### config.mk
export PLATFORM = sky130hd
export DESIGN_NAME = rsu_ctrl
export DESIGN_NICKNAME = d
export VERILOG_FILES = /design/src/rtl/rsu_pkg.sv /design/src/rtl/rsu_wdog_timer.sv /design/src/rtl/rsu_ctrl.sv
export SDC_FILE = /design/constraint.sdc
export NUM_CORES = 1
export LEC_CHECK = 0
export ABC_AREA = 0
export BUFFER_PORTS_ARGS = -buffer_cell sky130_fd_sc_hd__buf_2
export CAP_MARGIN = 20
export CORE_MARGIN = 2
export CORE_UTILIZATION = 35
export CTS_CLUSTER_DIAMETER = 30
export DETAILED_ROUTE_END_ITERATION = 10
export PLACE_DENSITY = 0.58
export RECOVER_POWER = 25
export SLEW_MARGIN = 20
export SYNTH_ARGS = -nofsm -noshare
export SYNTH_HDL_FRONTEND = slang
export SYNTH_HIERARCHICAL = 1
export SYNTH_SLANG_ARGS = --single-unit
### constraint.sdc
create_clock -name clock -period 2.9 [get_ports clock]
set_input_delay 0.29 -clock clock [delete_from_list [all_inputs] [get_ports clock]]
set_output_delay 0.29 -clock clock [all_outputs]
set_load 0.01 [all_outputs]
### src/rtl/rsu_pkg.sv
// -----------------------------------------------------------------------------
// rsu_pkg
// Shared definitions for the remote-system-update sequencer:
//   - rsu_op_e      : command opcodes carried on cmd_op
//   - rsu_state_e   : sequencer FSM states
//   - PARAM_*       : parameter indices understood by the RSU IP on `param`
//   - RSP_TIMEOUT_PAT and helpers for the timeout counter / error word
// -----------------------------------------------------------------------------
package rsu_pkg;

   typedef enum logic [1:0] {
      OP_READ      = 2'd0,
      OP_RECONFIG  = 2'd1,
      OP_WDOG_KICK = 2'd2
   } rsu_op_e;

   typedef enum logic [2:0] {
      ST_IDLE,
      ST_RD_PULSE,
      ST_RD_WAIT_HI,
      ST_RD_WAIT_LO,
      ST_RSP,
      ST_RECFG,
      ST_HALT
   } rsu_state_e;

   // Parameter indices presented on rsu_param for READ
   localparam logic [2:0] PARAM_CFG_SOURCE  = 3'b000;
   localparam logic [2:0] PARAM_WDOG_VALUE  = 3'b010;
   localparam logic [2:0] PARAM_WDOG_ENABLE = 3'b011;
   localparam logic [2:0] PARAM_PAGE_ADDR   = 3'b100;
   localparam logic [2:0] PARAM_ANF         = 3'b101;

   localparam logic [31:0] RSP_TIMEOUT_PAT = 32'hDEAD_0000;
   localparam int          TMO_W           = 16;

   // Timeout counter never wraps, so a very long stall still reads as expired.
   function automatic logic [TMO_W-1:0] sat_inc(input logic [TMO_W-1:0] v);
      return (v == {TMO_W{1'b1}}) ? v : v + {{(TMO_W-1){1'b0}}, 1'b1};
   endfunction

   // Error word returned when a busy edge never arrives: pattern | param index.
   function automatic logic [31:0] timeout_word(input logic [2:0] p);
      return RSP_TIMEOUT_PAT | {29'd0, p};
   endfunction

endpackage

### src/rtl/rsu_wdog_timer.sv
// -----------------------------------------------------------------------------
// rsu_wdog_timer
// Free-running watchdog period counter with a pending flag. A tick is raised
// every WDOG_PERIOD running cycles; it stays pending until the sequencer
// acknowledges it by issuing a reset_timer pulse.
// Only instantiated when RSU_WDOG_EN is defined.
// Ports:
//   clock, reset_n : clock, asynchronous active-low reset
//   run   (in)     : counter advances only while high (low in HALT)
//   ack   (in)     : a reset_timer pulse is being issued this cycle
//   due   (out)    : a kick is owed (pending or ticking this cycle)
// -----------------------------------------------------------------------------
module rsu_wdog_timer #(
   parameter int WDOG_PERIOD = 50_000_000
) (
   input  logic clock,
   input  logic reset_n,
   input  logic run,
   input  logic ack,
   output logic due
);

   localparam int CW = (WDOG_PERIOD > 1) ? $clog2(WDOG_PERIOD) : 1;

   logic [CW-1:0] cnt;
   logic          pending;
   logic          tick;

   assign tick = run && (cnt == CW'(WDOG_PERIOD - 1));
   assign due  = pending | tick;

   always_ff @(posedge clock or negedge reset_n) begin
      if (!reset_n) begin
         cnt     <= '0;
         pending <= 1'b0;
      end else begin
         if (tick)
            cnt <= '0;
         else if (run)
            cnt <= cnt + CW'(1);
         // A tick landing on the same cycle as a pulse merges into that pulse.
         pending <= (pending | tick) & ~ack;
      end
   end

endmodule

### src/rtl/rsu_ctrl.sv
// -----------------------------------------------------------------------------
// rsu_ctrl
// Sequencer in front of the remote-system-update IP. Accepts single-beat
// commands (READ, RECONFIG, WDOG_KICK), runs the IP read handshake and returns
// one 32-bit response per command; triggers reconfiguration and services the
// configuration watchdog.
// Optional feature macro: RSU_WDOG_EN (automatic watchdog kicks + WDOG_KICK op).
// Ports:
//   clock, reset_n        : clock, asynchronous active-low reset
//   cmd_valid/cmd_ready   : command handshake
//   cmd_op/param/nupdt    : opcode, READ parameter index, READ ctl_nupdt value
//   rsp_valid/data/err    : one-cycle response (no backpressure)
//   rsu_read_param, rsu_reconfig, rsu_reset_timer, rsu_param, rsu_ctl_nupdt
//                         : registered drives into the IP
//   rsu_busy, rsu_data_out: status/data from the IP
// -----------------------------------------------------------------------------
module rsu_ctrl
   import rsu_pkg::*;
#(
   parameter int BUSY_TIMEOUT = 1023,
   parameter int RECFG_HOLD   = 4,
   parameter int WDOG_PERIOD  = 50_000_000
) (
   input  logic        clock,
   input  logic        reset_n,
   input  logic        cmd_valid,
   output logic        cmd_ready,
   input  logic [1:0]  cmd_op,
   input  logic [2:0]  cmd_param,
   input  logic        cmd_nupdt,
   output logic        rsp_valid,
   output logic [31:0] rsp_data,
   output logic        rsp_err,
   output logic        rsu_read_param,
   output logic        rsu_reconfig,
   output logic        rsu_reset_timer,
   output logic [2:0]  rsu_param,
   output logic        rsu_ctl_nupdt,
   input  logic        rsu_busy,
   input  logic [31:0] rsu_data_out
);

   rsu_state_e       state;
   logic [TMO_W-1:0] tmo_cnt;
   logic             kick_rsp;   // command kick issued, response due next cycle
   logic             hs;
   logic             kick_now;   // a reset_timer pulse is issued at this edge
   logic             tmo_hit;
   logic             hold_done;

   assign hs        = (state == ST_IDLE) && cmd_ready && cmd_valid;
   assign tmo_hit   = (tmo_cnt >= TMO_W'(BUSY_TIMEOUT));
   assign hold_done = (tmo_cnt >= TMO_W'(RECFG_HOLD - 1));

`ifdef RSU_WDOG_EN
   logic wdog_due;

   rsu_wdog_timer #(
      .WDOG_PERIOD (WDOG_PERIOD)
   ) u_wdog (
      .clock   (clock),
      .reset_n (reset_n),
      .run     (state != ST_HALT),
      .ack     (kick_now),
      .due     (wdog_due)
   );

   // Owed kicks go out only when the IP is quiet: from IDLE when no command is
   // taken, or on the way out of RSP so the pulse lands in the first IDLE cycle.
   assign kick_now = (hs && (cmd_op == OP_WDOG_KICK)) ||
                     (wdog_due && (((state == ST_IDLE) && !hs && !kick_rsp) ||
                                   (state == ST_RSP)));

   always_ff @(posedge clock or negedge reset_n) begin
      if (!reset_n)
         rsu_reset_timer <= 1'b0;
      else
         rsu_reset_timer <= kick_now;
   end
`else
   logic unused_wdog_cfg;

   // The period only matters when the watchdog is built.
   assign unused_wdog_cfg = |WDOG_PERIOD;
   assign kick_now        = 1'b0;
   assign rsu_reset_timer = 1'b0;
`endif

   always_ff @(posedge clock or negedge reset_n) begin
      if (!reset_n) begin
         state          <= ST_IDLE;
         tmo_cnt        <= '0;
         kick_rsp       <= 1'b0;
         cmd_ready      <= 1'b0;
         rsp_valid      <= 1'b0;
         rsp_data       <= '0;
         rsp_err        <= 1'b0;
         rsu_read_param <= 1'b0;
         rsu_reconfig   <= 1'b0;
         rsu_param      <= '0;
         rsu_ctl_nupdt  <= 1'b0;
      end else begin
         // Pulse outputs default low; tmo_cnt clears on every state entry.
         rsp_valid      <= 1'b0;
         rsu_read_param <= 1'b0;
         cmd_ready      <= 1'b0;
         tmo_cnt        <= '0;

         case (state)
            ST_IDLE: begin
               if (hs) begin
                  case (cmd_op)
                     OP_READ: begin
                        rsu_param      <= cmd_param;
                        rsu_ctl_nupdt  <= cmd_nupdt;
                        rsu_read_param <= 1'b1;
                        state          <= ST_RD_PULSE;
                     end
                     OP_RECONFIG: begin
                        state <= ST_RECFG;
                     end
`ifdef RSU_WDOG_EN
                     OP_WDOG_KICK: begin
                        kick_rsp <= 1'b1;
                     end
`endif
                     default: begin
                        rsp_valid <= 1'b1;
                        rsp_err   <= 1'b1;
                        rsp_data  <= '0;
                        state     <= ST_RSP;
                     end
                  endcase
               end else if (kick_rsp) begin
                  kick_rsp  <= 1'b0;
                  rsp_valid <= 1'b1;
                  rsp_err   <= 1'b0;
                  rsp_data  <= '0;
                  state     <= ST_RSP;
               end else if (!kick_now) begin
                  cmd_ready <= 1'b1;
               end
            end

            ST_RD_PULSE: begin
               state <= ST_RD_WAIT_HI;
            end

            ST_RD_WAIT_HI: begin
               if (rsu_busy) begin
                  state <= ST_RD_WAIT_LO;
               end else if (tmo_hit) begin
                  rsp_valid <= 1'b1;
                  rsp_err   <= 1'b1;
                  rsp_data  <= timeout_word(rsu_param);
                  state     <= ST_RSP;
               end else begin
                  tmo_cnt <= sat_inc(tmo_cnt);
               end
            end

            ST_RD_WAIT_LO: begin
               if (!rsu_busy) begin
                  rsp_valid <= 1'b1;
                  rsp_err   <= 1'b0;
                  rsp_data  <= rsu_data_out;
                  state     <= ST_RSP;
               end else if (tmo_hit) begin
                  rsp_valid <= 1'b1;
                  rsp_err   <= 1'b1;
                  rsp_data  <= timeout_word(rsu_param);
                  state     <= ST_RSP;
               end else begin
                  tmo_cnt <= sat_inc(tmo_cnt);
               end
            end

            ST_RSP: begin
               state <= ST_IDLE;
               if (!kick_now)
                  cmd_ready <= 1'b1;
            end

            // rsu_reconfig low: waiting for the IP to go idle.
            // rsu_reconfig high: counting out the hold time.
            ST_RECFG: begin
               if (!rsu_reconfig) begin
                  if (!rsu_busy) begin
                     rsu_reconfig <= 1'b1;
                  end else if (tmo_hit) begin
                     rsp_valid <= 1'b1;
                     rsp_err   <= 1'b1;
                     rsp_data  <= timeout_word(rsu_param);
                     state     <= ST_RSP;
                  end else begin
                     tmo_cnt <= sat_inc(tmo_cnt);
                  end
               end else if (hold_done) begin
                  rsu_reconfig <= 1'b0;
                  state        <= ST_HALT;
               end else begin
                  tmo_cnt <= sat_inc(tmo_cnt);
               end
            end

            // The device reconfigures from here; only reset_n leaves.
            ST_HALT: begin
               state <= ST_HALT;
            end

            default: begin
               state <= ST_IDLE;
            end
         endcase
      end
   end

endmodule

Yosys cells after proc, flatten, opt, wreduce, memory -nomap -nowiden
Index checks and enable logic that the tools add are counted.
{"block": "totals", "register_bits": 60, "elab_cells": 85, "inputBits": 42}
{"block": "op_classes", "magnitude_cmp": 2, "n_reduce_logical": 9, "add_sub_neg": 1, "eq_ne": 15, "muxes": 48}
{"op": "32-bit two-way mux", "n": 7}
{"op": "32-bit one-hot mux with 4 select lines", "n": 1}
{"op": "16-bit two-way mux", "n": 6}
{"op": "16-bit one-hot mux with 3 select lines", "n": 1}
{"op": "1-bit two-way mux", "n": 21}
{"op": "3-bit two-way mux", "n": 7}
{"op": "3-bit one-hot mux with 6 select lines", "n": 1}
{"op": "16-bit by 1-bit adder with 16-bit output (second input constant)", "n": 1}
{"op": "16-bit equality test (second input constant)", "n": 1}
{"op": "16-bit by 10-bit >= comparator with 1-bit output (second input constant)", "n": 1}
{"op": "16-bit by 2-bit >= comparator with 1-bit output (second input constant)", "n": 1}
{"op": "3-bit equality test (second input constant)", "n": 3}
{"op": "3-bit != test (second input constant)", "n": 3}
{"op": "2-bit != test (second input constant)", "n": 4}
{"op": "1-bit one-hot mux with 4 select lines", "n": 2}
{"op": "3-bit by 2-bit equality test with 1-bit output (second input constant)", "n": 2}
{"op": "3-bit one-hot mux with 2 select lines", "n": 1}
{"op": "3-bit AND reduction", "n": 2}
{"op": "6-bit AND reduction", "n": 1}
{"op": "4-bit nonzero test", "n": 1}
{"op": "3-bit by 1-bit equality test with 1-bit output (second input constant)", "n": 1}
{"op": "3-bit logical NOT", "n": 1}
{"op": "2-bit by 1-bit equality test with 1-bit output (second input constant)", "n": 1}
{"op": "1-bit logical AND", "n": 2}
{"op": "3 further kinds", "n": 3}

Longest topological paths before layout
Gate-level depths: netlist of run 1.
{"block": "depth", "word_depth": 6, "mapped_depth": 7}

Worst setup path after synthesis of run 1
Ideal clock, no wire load.
{"block": "synth_timing", "path_kind": "register to register", "startpoint": "register tmo_cnt[0]", "endpoint": "register tmo_cnt[2]", "path_stages_with_launch": 7, "arrival_time_ns": 1.643, "n_path_buf": 0, "setup_ns": 0.086, "period_less_slack_ns": 1.729, "t_required_ns": 2.814, "path_slack_ns": 1.171, "cell_sequence": "dfrtp_1 ha_1 nor4_1 nand3b_1 nor4_4 a21oi_2 nor3_1"}
{"block": "synth_via", "elab_chain_cells": 6}
{"item": "from (decl)", "line": "rsu_ctrl.sv:44", "rtl": "logic [TMO_W-1:0] tmo_cnt;"}
{"item": "from (signal assigned)", "line": "rsu_ctrl.sv:158", "rtl": "tmo_cnt <= sat_inc(tmo_cnt);"}
{"item": "from (signal assigned)", "line": "rsu_ctrl.sv:174", "rtl": "tmo_cnt <= sat_inc(tmo_cnt);"}
{"item": "from (signal assigned)", "line": "rsu_ctrl.sv:196", "rtl": "tmo_cnt <= sat_inc(tmo_cnt);"}
{"item": "16-bit by 1-bit adder with 16-bit output / 16-bit equality test (equally long branches)", "line": "rsu_pkg.sv:39", "rtl": "return (v == {TMO_W{1'b1}}) ? v : v + {{(TMO_W-1){1'b0}}, 1'b1};"}
{"item": "16-bit two-way mux", "line": "rsu_pkg.sv:39"}
{"item": "16-bit two-way mux", "line": "rsu_ctrl.sv:152, rsu_ctrl.sv:168, rsu_ctrl.sv:190"}
{"item": "16-bit two-way mux", "line": "rsu_ctrl.sv:188", "rtl": "if (!rsu_busy) begin"}
{"item": "16-bit two-way mux", "line": "rsu_ctrl.sv:187", "rtl": "if (!rsu_reconfig) begin"}
{"item": "16-bit one-hot mux with 3 select lines (*)", "line": "rsu_ctrl.sv:109", "rtl": "case (state)"}
Mark *: on every way between the ends. The rest lies on a longest branch, timed or not.
A chain may end at the register's enable or synchronous reset.

Worst setup path in the final report of run 1
{"block": "layout_timing", "startpoint": "register tmo_cnt[0]", "endpoint": "register rsp_data[2]"}
{"block": "layout_via", "elab_chain_cells": 5}
{"item": "16-bit by 10-bit >= comparator with 1-bit output (*)", "line": "rsu_ctrl.sv:52", "rtl": "assign tmo_hit = (tmo_cnt >= TMO_W'(BUSY_TIMEOUT));"}
{"item": "32-bit two-way mux (*)"}
{"item": "32-bit two-way mux (2 in a row)"}
{"item": "32-bit one-hot mux with 4 select lines (*)"}
{"item": "to (signal assigned)", "line": "rsu_ctrl.sv:155", "rtl": "rsp_data <= timeout_word(rsu_param);"}
{"item": "to (signal assigned)", "line": "rsu_ctrl.sv:166", "rtl": "rsp_data <= rsu_data_out;"}
{"item": "to (signal assigned)", "line": "rsu_ctrl.sv:171", "rtl": "rsp_data <= timeout_word(rsu_param);"}
{"item": "to (decl)", "line": "rsu_ctrl.sv:32", "rtl": "output logic [31:0] rsp_data,"}
Mark *: on every way between the ends. The rest lies on a longest branch, timed or not. The select of a mux whose other input is x is not followed.

==> impl_metrics.env, run 1 <==
export IMPL_outcome="complete, no violations"
export IMPL_finClkSkew_ns=0.00858
export IMPL_antennaDiodeCount=0
export IMPL_yosysTopAreaCellShare_pct=53.5
export IMPL_start_util_pct=36.3
export IMPL_yosysSeqAreaShare_pct=53.5
export IMPL_startpoint="tmo_cnt[0]"
export IMPL_drive_above_1_share_pct=31.3
export IMPL_gp_congestion=0.795
export IMPL_tns_ns=0
export IMPL_ioPinCount=84
export IMPL_dr_pass1_iters=4
export IMPL_grt_pass1_vias=2238
export IMPL_synth_fa_ha_area_share_pct=0.446
export IMPL_n_fill_cell=765
export IMPL_cap_violations=0
export IMPL_cts_resized=0
export IMPL_peakVddDrop_mv=0.474
export IMPL_cts_setup_buffers=0
export IMPL_rows=32
export IMPL_numClockSinks=60
export IMPL_root_buffer="clkbuf_8"
export IMPL_clkTransAtPathRegs_ns=0.07
export IMPL_yosys_most_used_dff="dfrtp_1"
export IMPL_worst_hold_path_type="in -> reg"
export IMPL_core_area_um2=7730
export IMPL_hold_viol_final=0
export IMPL_worstSetupPathType="reg -> reg"
export IMPL_yosysWarnings=6
export IMPL_reg2reg_slack_ns=0.74
export IMPL_gr_total_overflow=0
export IMPL_nets=418
export IMPL_num_vias=2308
export IMPL_cp_end_kind="register"
export IMPL_synth_area_leader_cell="dfrtp_1"
export IMPL_min_from="rsu_data_out[24]"
export IMPL_hold_buffers=1
export IMPL_first_iter_violations=87
export IMPL_area_growth_pct=24.8
export IMPL_synth_simple_gate_area_share_pct=23.2
export IMPL_worst_pin_slew_ns=1.13
export IMPL_yosysUniqueCellTypes=49
export IMPL_slew_violations=0
export IMPL_fin_hold_ws_ns=0.168
export IMPL_cp_max_fo=22
export IMPL_h_tree_depth=3
export IMPL_total_power_w=0.00271
export IMPL_synth_compound_area_share_pct=14.9
export IMPL_cp_arrival_ns=2.33
export IMPL_p_per_area_nw_per_um2=773
export IMPL_r2r_start="tmo_cnt[0]"
export IMPL_cts_buffer_depth=2
export IMPL_hpwl_mm=4.69
export IMPL_ant_nets=0
export IMPL_grt_max_degree=28
export IMPL_async_flop_share_pct=100
export IMPL_finalCriticalPeriod_ns=2.16
export IMPL_rsz0062_at_grt="no"
export IMPL_wl_per_cell_um=13.2
export IMPL_max_freq_mhz=462
export IMPL_die_w_um=93.5
export IMPL_p_leak_nw=1.69
export IMPL_synth_area_leaders="dfrtp_1, nand2_1, o21ai_0, nor2_1, o21ai_2"
export IMPL_die_area_um2=8740
export IMPL_grt_pass1_wl_mm=10.8
export IMPL_required_ns=3.07
export IMPL_syn_area_per_cell_um2=9.84
export IMPL_vias_per_cell=4.79
export IMPL_grt_total_usage_pct=15.6
export IMPL_wirelength_mm=6.35
export IMPL_synthXorXnorAreaFrac_pct=1.87
export IMPL_die_h_um=93.5
export IMPL_cts_buffers=9
export IMPL_muxShareOfSynthArea_pct=1.96
export IMPL_fin_crit_sh_pct=74.6
export IMPL_antenna_found_initial=0
export IMPL_relSlewSlack_pct=24.4
export IMPL_io_buffers=82
export IMPL_syn_inst=285
export IMPL_clock_latency_ns=0.32
export IMPL_drc_errors=0
export IMPL_setup_viol=0
export IMPL_synthesis_area_um2=2800
export IMPL_critPathLaunchType="register"
export IMPL_synth_top_family_by_area="simple AND/OR/NAND/NOR gates"
export IMPL_synth_seq_cells=60
export IMPL_cts_tree="built"
export IMPL_synth_edf_count=0
==> Yosys cell counts, types with 3 or more instances <==
master and number:
nand2_1 63, dfrtp_1 60, nor2_1 30, o21ai_0 25, o21ai_2 8, buf_2 6, nor3_1 6, a22oi_1 5
inv_1 5, nor4_1 5, a21oi_1 4, and3_1 4, mux2_2 4, xnor2_1 4, a31oi_1 3, buf_6 3
clkbuf_1 3, nand3_1 3, nand4_1 3
==> path summary, 6_finish.rpt <==
check,cells after the start,to
worst max register to register,6,rsp_data[2]
worst max-delay path,6,rsp_data[2]
min in group asynchronous,2,tmo_cnt[7]
max in group asynchronous,3,rsp_data[11]
worst min-delay path,3,rsp_data[24]
worst min register to register,2,rsp_data[15]
==> power by group <==
part	switching [W]	internal [W]
sequential	0.000149	0.00104
combinational	0.000460	0.000327
clock	0.000310	0.000420
==> cells by family after synthesis <==
| logic type | Yosys count |
|---|---|
| mux | 5 |
| fa+ha+maj | 1 |
| buf+inv | 19 |
| other cells | 1 |
| simple gates | 131 |
| compound gates | 62 |
| flops | 60 |
| xor+xnor | 6 |
==> routing by layer <==
metal	global-route usage (%)	wire, um	vias up
met5	0	0	-
met4	5.88	57	0
met3	3.38	336	4
met2	24.2	3050	57
met1	21.5	2900	1091
li1	-	-	1156
==> cell type report <==
type / count / area [um2] / share of cell area (%)
sequential: 60 / 1500 / 42.9
multi-input combinational: 212 / 1220 / 34.8
timing repair buffer: 87 / 442 / 12.6
clock buffer: 12 / 145 / 4.15
tap: 102 / 128 / 3.65
clock inverter: 4 / 48.8 / 1.39
inverter: 5 / 18.8 / 0.536
==> stage by stage <==
stage	area, um2	worst slack (ns)	utilization, %	std cells
CTS	3510	0.702	45.4	482
floorplan	2830	1.17	-	291
finish	3500	0.737	45.3	482
global route	3500	0.453	45.3	482
global placement	3300	0.784	42.8	465
detailed placement	3300	0.710	42.8	465
==> registers in the layout, indices dropped and copies added (netlist names) <==
signal          cells
rsp_data           32
rsu_param           3
cmd_ready           1
state               3
rsu_read_param      1
tmo_cnt            16
rsu_ctl_nupdt       1
rsu_reconfig        1
rsp_err             1
rsp_valid           1
==> worst max-delay path: stages, from the launching register on <==
cell and delay, ns:
dfrtp_1 0.38, ha_1 0.27, and4_4 0.28, nand4_4 0.12, and2_4 0.21, o21ai_4 0.55, o21ai_0 0.20
==> cells in the final DEF, fill, tap and decap left out, drive strengths merged, types with 2 or more instances in the layout <==
master,synthesis,routed
clkinv,0,3
o21ai,36,36
mux2,4,4
and2,3,3
a21oi,5,5
nor2,30,30
nand4,5,5
dfrtp,60,60
conb,1,7
o211ai,2,2
nand3,3,3
nand2b,2,2
a21o,2,2
xnor2,4,4
nor2b,2,2
clkbuf,3,17
a31oi,3,3
nor4,7,7
inv,5,5
a22oi,7,7
xor2,2,2
o21bai,2,2
nand2,63,63
buf,11,81
and3,4,4
nor3,6,6
Note: power is estimated with default switching activity, not from simulation.
==> inputs of run 2 (changes only) <==
--- a/config.mk
+++ b/config.mk
@@ -5,14 +5,14 @@
 export SDC_FILE = /design/constraint.sdc
 export NUM_CORES = 1
 export LEC_CHECK = 0
-export ABC_AREA = 0
+export ABC_AREA = 1
 export BUFFER_PORTS_ARGS = -buffer_cell sky130_fd_sc_hd__buf_2
 export CAP_MARGIN = 20
 export CORE_MARGIN = 2
 export CORE_UTILIZATION = 35
 export CTS_CLUSTER_DIAMETER = 30
 export DETAILED_ROUTE_END_ITERATION = 10
-export PLACE_DENSITY = 0.58
+export PLACE_DENSITY = 0.6
 export RECOVER_POWER = 25
 export SLEW_MARGIN = 20
 export SYNTH_ARGS = -nofsm -noshare
==> constraint.sdc (replaced) <==
create_clock -name clock -period 1.87 [get_ports clock]
set_input_delay 0.187 -clock clock [delete_from_list [all_inputs] [get_ports clock]]
set_output_delay 0.187 -clock clock [all_outputs]
set_load 0.01 [all_outputs]
==> run 2 against run 1 <==
  * Utilization up 1.2 points
  * Sequential power rose by 10%
  * Worst hold slack worse by 0.11 ns
  * Sequential share of layout area fell by 3.6 points
  * Count of clock-buffer cells in the layout decreased by 1
  * Synthesized cell count is 34% higher
  * Non-clock buffer count rose by 5
  * Clock power up 79%
  * Largest cell class unchanged
  * Critical path type unchanged
  * First-iteration DRC count grew 77%
  * Critical path depth is 3 higher
  * Global-route usage grew 1.6 points
  * Combinational power decreased by 89%
==> impl_metrics.env, run 2 <==
export IMPL_outcome="complete, no violations"
export IMPL_pwr_share_seq_pct=48.3
export IMPL_critPathLaunchType="register"
export IMPL_synth_compound_area_share_pct=3.78
export IMPL_yosysMostFrequentCell="nand2_1"
export IMPL_yosysWarnings=6
export IMPL_switching_share_pct=20.4
export IMPL_first_iter_violations=154
export IMPL_clkTransAtPathRegs_ns=0.07
export IMPL_hpwl_mm=5.35
export IMPL_wl_per_cell_um=12.5
export IMPL_p_int_w=0.00216
export IMPL_die_w_um=96.3
export IMPL_die_area_um2=9270
export IMPL_synth_top_family_by_area="simple AND/OR/NAND/NOR gates"
export IMPL_cp_common_cell="nand2_1"
export IMPL_ioPinCount=84
export IMPL_peakVddDrop_mv=0.352
export IMPL_synth_fa_ha_area_share_pct=0.420
export IMPL_clock_latency_ns=0.32
export IMPL_yosysUniqueCellTypes=25
export IMPL_synthXorXnorAreaFrac_pct=0.294
export IMPL_grt_total_usage_pct=17.3
export IMPL_p_switching_w=0.000551
export IMPL_cp_end_kind="register"
export IMPL_syn_area_per_cell_um2=7.82
export IMPL_worst_pin_slew_ns=1.09
export IMPL_crit_reg2reg_capture="rsp_data[21]"
export IMPL_worstSetupPathType="reg -> reg"
export IMPL_yosysTopAreaCellShare_pct=50.4
export IMPL_power_clock_fraction_pct=48.4
export IMPL_fin_crit_sh_pct=91.5
export IMPL_antenna_found_initial=0
export IMPL_setup_viol=0
export IMPL_reg2regPathDepth=9
export IMPL_tns_ns=0
export IMPL_root_buffer="clkbuf_8"
export IMPL_whs_path_depth=3
export IMPL_dr_pass1_iters=4
export IMPL_critPathMaxStageDelay_ns=0.42
export IMPL_area_growth_pct=28.1
export IMPL_die_h_um=96.3
export IMPL_drive_above_1_share_pct=28.9
export IMPL_num_vias=2724
export IMPL_synthesis_area_um2=2980
export IMPL_grt_max_degree=43
export IMPL_drc_errors=0
export IMPL_vias_per_cell=4.62
export IMPL_synth_edf_count=0
export IMPL_cts_buffers=9
export IMPL_hold_viol_final=0
export IMPL_synth_simple_gate_area_share_pct=38.6
export IMPL_h_tree_depth=3
export IMPL_regMostFlops="rsp_data"
export IMPL_async_flop_share_pct=100
export IMPL_synth_area_leader_cell="dfrtp_1"
export IMPL_ant_nets=0
export IMPL_path_cells="inv_1 > nand3_2 > nor2_2 > nand2_1 > nand2_1 > nand3b_4 > buf_4 > nand2_1 > nand3_1"
export IMPL_required_ns=2.08
export IMPL_cp_arrival_ns=1.92
export IMPL_max_freq_mhz=585
export IMPL_cts_tree="built"
export IMPL_min_from="rsu_data_out[24]"
export IMPL_synth_common_cells="nand2_1, dfrtp_1, nand3_1, nor2_1, inv_1"
export IMPL_p_per_area_nw_per_um2=709
export IMPL_final_common_cell="nand2_1"
export IMPL_finalCriticalPeriod_ns=1.71
export IMPL_muxShareOfSynthArea_pct=0
export IMPL_syn_inst=381
export IMPL_pwr_share_comb_pct=3.3
export IMPL_grt_pass1_wl_mm=12.3
export IMPL_antennaDiodeCount=0
export IMPL_yosys_most_used_dff="dfrtp_1"
export IMPL_reg_largest_list="rsp_data: 32 flops, tmo_cnt: 16 flops"
export IMPL_final_cell_mix="nand2_1, buf_2, dfrtp_1"
export IMPL_slew_violations=0
export IMPL_fin_util_pct=46.5
export IMPL_r2r_start="state[2]"
export IMPL_cp_slowest_cell="dfrtp_1"
export IMPL_io_buffers=82
export IMPL_start_util_pct=36.3
export IMPL_worstHoldEndpoint="rsp_data[24]"
export IMPL_finClkSkew_ns=0.00974
export IMPL_largest_reg_flops=32
export IMPL_p_leak_nw=2.13
export IMPL_cp_max_fo=7
export IMPL_yosysSeqAreaShare_pct=50.4
export IMPL_n_fill_cell=836
export IMPL_worst_hold_path_type="in -> reg"
export IMPL_relSlewSlack_pct=27.3
export IMPL_cap_violations=0
export IMPL_nets=524
export IMPL_synth_seq_cells=60
export IMPL_numClockSinks=60
export IMPL_synth_area_leaders="dfrtp_1, nand2_1, nand3_1, nor2_1, inv_1"
export IMPL_gp_congestion=0.856
export IMPL_rows=33
export IMPL_gr_total_overflow=0
export IMPL_core_area_um2=8220
export IMPL_cts_buffer_depth=2
export IMPL_reg2reg_slack_ns=0.16
export IMPL_wirelength_mm=7.35
export IMPL_grt_pass1_vias=2678
-- run 2: cell types whose count changed after synthesis, moves of 7 or more --
cell	delta
nand2_1	+78
nand3_1	+38
inv_1	+24
o21ai_0	-17
or2_2	+12
nor2_1	+11
nand2_2	+10
o21ai_2	-7
-- run 2: stage by stage --
stage | instance area, um2 | total power (W) | std cells | hold WS (ns) | worst slack, ns
after CTS | 3790 | 0.00275 | 588 | 0.0407 | 0.139
after detailed placement | 3560 | 0.00142 | 572 | 0.176 | 0.155
after global placement | 3560 | 0.00142 | 572 | 0.178 | 0.186
final | 3820 | 0.00271 | 590 | 0.0573 | 0.159
after global routing | 3820 | 0.00283 | 590 | 0.0519 | -0.0340
after floorplan | 3000 | 0.00135 | 387 | -0.109 | 0.271
-- run 2: cell families (layout without fill, tap and decap cells) --
group / after synthesis / count (layout)
compound gates: 19 / 19
xor+xnor: 1 / 1
other cells: 1 / 7
fa+ha+maj: 1 / 1
buf+inv: 39 / 136
simple gates: 260 / 261
flops: 60 / 60
-- run 2: repair_timing --
item / CTS / global route
buffers inserted: 0 / 1
setup endpoints to repair: 0 / 18
gates resized for setup: 0 / 4
hold buffers: 1 / 0
hold endpoints to repair: 18 / 0
-- run 2: per-layer routing --
metal | global-route usage, % | wire (um)
met1 | 22.8 | 3450
met5 | 0 | 0
met3 | 4.15 | 352
met4 | 7.14 | 102
met2 | 27.1 | 3450
-- run 2: worst max-delay path by stage --
| stage | startpoint | to | slack, ns |
|---|---|---|---|
| floorplan | tmo_cnt[0] | rsp_data[13] | 0.27 |
| global placement | state[0] | rsp_data[0] | 0.19 |
| detailed placement | tmo_cnt[0] | rsp_data[21] | 0.15 |
| CTS | tmo_cnt[0] | rsp_data[23] | 0.14 |
| global route | tmo_cnt[0] | tmo_cnt[1] | -0.03 |
| finish | state[2] | rsp_data[21] | 0.16 |
-- run 2: cell type report --
type | count | area [um2] | share of cell area [%]
clock buffers | 11 | 151 | 3.97
clock inverters | 4 | 72.6 | 1.90
inverters | 29 | 109 | 2.85
multi-input cells | 289 | 1330 | 34.9
flip-flops and latches | 60 | 1500 | 39.3
well taps | 105 | 131 | 3.44
repair buffers | 92 | 518 | 13.6
-- run 2: worst max-delay path: cells and delay by family (launching register included) --
kind	cells	cell delay, ns
simple gates	7	0.85
buf+inv	2	0.32
flops	1	0.42
-- run 2: power groups by stage --
stage / sequential [W] / combinational, W / clock (W)
floorplan: 0.00133 / 0.0000158 / 0
global placement: 0.00133 / 0.0000927 / 0
detailed placement: 0.00133 / 0.0000929 / 0
CTS: 0.00131 / 0.0000948 / 0.00135
finish: 0.00131 / 0.0000901 / 0.00131
global route: 0.00131 / 0.000105 / 0.00141
==> inputs of run 3 (changes only) <==
--- a/config.mk
+++ b/config.mk
@@ -6,7 +6,7 @@
 export NUM_CORES = 1
 export LEC_CHECK = 0
 export ABC_AREA = 1
-export BUFFER_PORTS_ARGS = -buffer_cell sky130_fd_sc_hd__buf_2
+export BUFFER_PORTS_ARGS = -buffer_cell sky130_fd_sc_hd__buf_4
 export CAP_MARGIN = 20
 export CORE_MARGIN = 2
 export CORE_UTILIZATION = 35
==> run 3 against run 2 <==
  * Count of clock-buffer cells in the layout unchanged
  * Critical path depth up 1
  * Sequential share of layout area down 0.77 points
  * Wire length down 1.1%
  * Fmax down 1.5%
  * Power down 5.1%
  * Final cell count up 1.2%
  * Worst setup slack worse by 0.025 ns
  * Critical path type unchanged
==> impl_metrics.env, run 3 (same netlist as run 2, synthesis figures left out) <==
export IMPL_wirelength_mm=7.27
export IMPL_timing_final_ws_setup_ns=0.134
export IMPL_path_cells="ha_2 > inv_1 > nor2_2 > buf_4 > nand2_1 > nor2_2 > nand3_2 > nand3_1 > nand2_1 > a21oi_1"
export IMPL_fin_cells=597
export IMPL_die_h_um=96.3
export IMPL_largest_reg_flops=32
export IMPL_tns_ns=0
export IMPL_first_iter_violations=138
export IMPL_finalCriticalPeriod_ns=1.74
export IMPL_pre_cts_slack_ns=0.0304
export IMPL_dr_pass1_iters=6
export IMPL_h_tree_depth=3
export IMPL_rows=33
export IMPL_clock_latency_ns=0.33
export IMPL_worst_pin_slew_ns=1.32
export IMPL_start_util_pct=36.3
export IMPL_cts_tree="built"
export IMPL_final_common_cell="nand2_1"
export IMPL_worst_hold_path_type="in -> reg"
export IMPL_vias_per_cell=4.60
export IMPL_gr_total_overflow=0
export IMPL_grt_pass1_wl_mm=11.5
export IMPL_p_per_area_nw_per_um2=660
export IMPL_drive_above_1_share_pct=22.8
export IMPL_dp_cells=575
export IMPL_p_leak_nw=2.03
export IMPL_ant_nets=0
export IMPL_nets=531
export IMPL_fin_util_pct=47.4
export IMPL_hpwl_mm=5.23
export IMPL_drc_errors=0
export IMPL_worstSetupPathType="reg -> reg"
export IMPL_path_buf_inv=2
export IMPL_outcome="complete, no violations"
export IMPL_num_vias=2744
export IMPL_regMostFlops="rsp_data"
export IMPL_relSlewSlack_pct=12.0
export IMPL_final_cell_mix="nand2_1, dfrtp_1, buf_4"
export IMPL_cp_slowest_cell="dfrtp_1"
export IMPL_cp_max_fo=5
export IMPL_cap_violations=0
export IMPL_reg2reg_slack_ns=0.13
export IMPL_cp_arrival_ns=1.98
export IMPL_ioPinCount=84
export IMPL_finClkSkew_ns=0.00616
export IMPL_reg_largest_list="rsp_data: 32 flops, tmo_cnt: 16 flops"
export IMPL_max_freq_mhz=576
export IMPL_slew_violations=0
export IMPL_worst_path_dominant_cell_family="simple AND/OR/NAND/NOR gates"
export IMPL_cts_buffers=9
export IMPL_cp_end_kind="register"
export IMPL_fin_hold_ws_ns=0.0519
export IMPL_gp_congestion=0.879
export IMPL_grt_pass1_vias=2533
export IMPL_antenna_found_initial=0
export IMPL_die_area_um2=9270
export IMPL_wl_per_cell_um=12.2
export IMPL_die_w_um=96.3
export IMPL_required_ns=2.12
export IMPL_hold_viol_final=0
export IMPL_core_area_um2=8220
export IMPL_io_buffers=82
export IMPL_root_buffer="clkbuf_8"
export IMPL_fin_crit_sh_pct=92.8
export IMPL_grt_max_degree=61
export IMPL_setup_viol=0
export IMPL_critPathMaxStageDelay_ns=0.40
export IMPL_cts_buffer_depth=2
export IMPL_peakVddDrop_mv=0.287
export IMPL_antennaDiodeCount=0
export IMPL_grt_total_usage_pct=16.2
export IMPL_critPathLaunchType="register"
export IMPL_clkTransAtPathRegs_ns=0.07
export IMPL_numClockSinks=60
export IMPL_area_growth_pct=30.7
-- run 3: area by class of cell --
type,count,area (um2)
fillers,886,4320
flip-flops and latches,60,1500
multi-input cells,289,1330
repair buffers,99,633
clock buffers,11,141
well taps,105,131
inverters,29,109
clock inverters,4,50.0
-- run 3: stage by stage --
step	instance area [um2]	power [W]
6_report	3890	0.00257
2_1_floorplan	3000	0.00135
3_5_place_dp	3770	0.00144
3_3_place_gp	3770	0.00144
5_1_grt	3890	0.00269
4_1_cts	3980	0.00260
-- run 3: path summary, 6_finish.rpt --
kind,startpoint,cells past startpoint,to
max in group asynchronous,reset_n,2,rsp_data[16]
max,tmo_cnt[0],10,tmo_cnt[6]
min reg2reg,rsp_data[8],2,rsp_data[8]
min in group asynchronous,reset_n,2,rsp_valid
max reg2reg,tmo_cnt[0],10,tmo_cnt[6]
min,rsu_data_out[13],3,rsp_data[13]
-- run 3: power breakdown --
group	total, W	internal (W)	switching [W]
sequential	0.00131	0.00130	0.00000289
combinational	0.000112	0.0000603	0.0000512
clock	0.00115	0.000642	0.000509
-- run 3: metal layers --
layer,up-vias,wire length (um),global-route usage (%),part of all wire [%]
li1,1403,-,-,-
met1,1267,3490,22.5,48
met2,63,3270,22.8,45
met3,11,391,5.09,5.4
met4,0,118,7.62,1.6
met5,-,0,0,0
-- run 3: worst register-to-register path: cells and delay by family (launching register included) --
| kind | cells | cell delay [ns] |
|---|---|---|
| buf+inv | 2 | 0.19 |
| flops | 1 | 0.40 |
| compound gates | 1 | 0.15 |
| simple gates | 6 | 0.67 |
| fa+ha+maj | 1 | 0.24 |
-- run 3: repair_timing --
action | in CTS | in global routing
hold buffers | 1 | 0
endpoints found under the setup margin | 0 | 33
resized for setup | 0 | 4
setup buffers | 0 | 5
hold endpoints to repair | 60 | 0
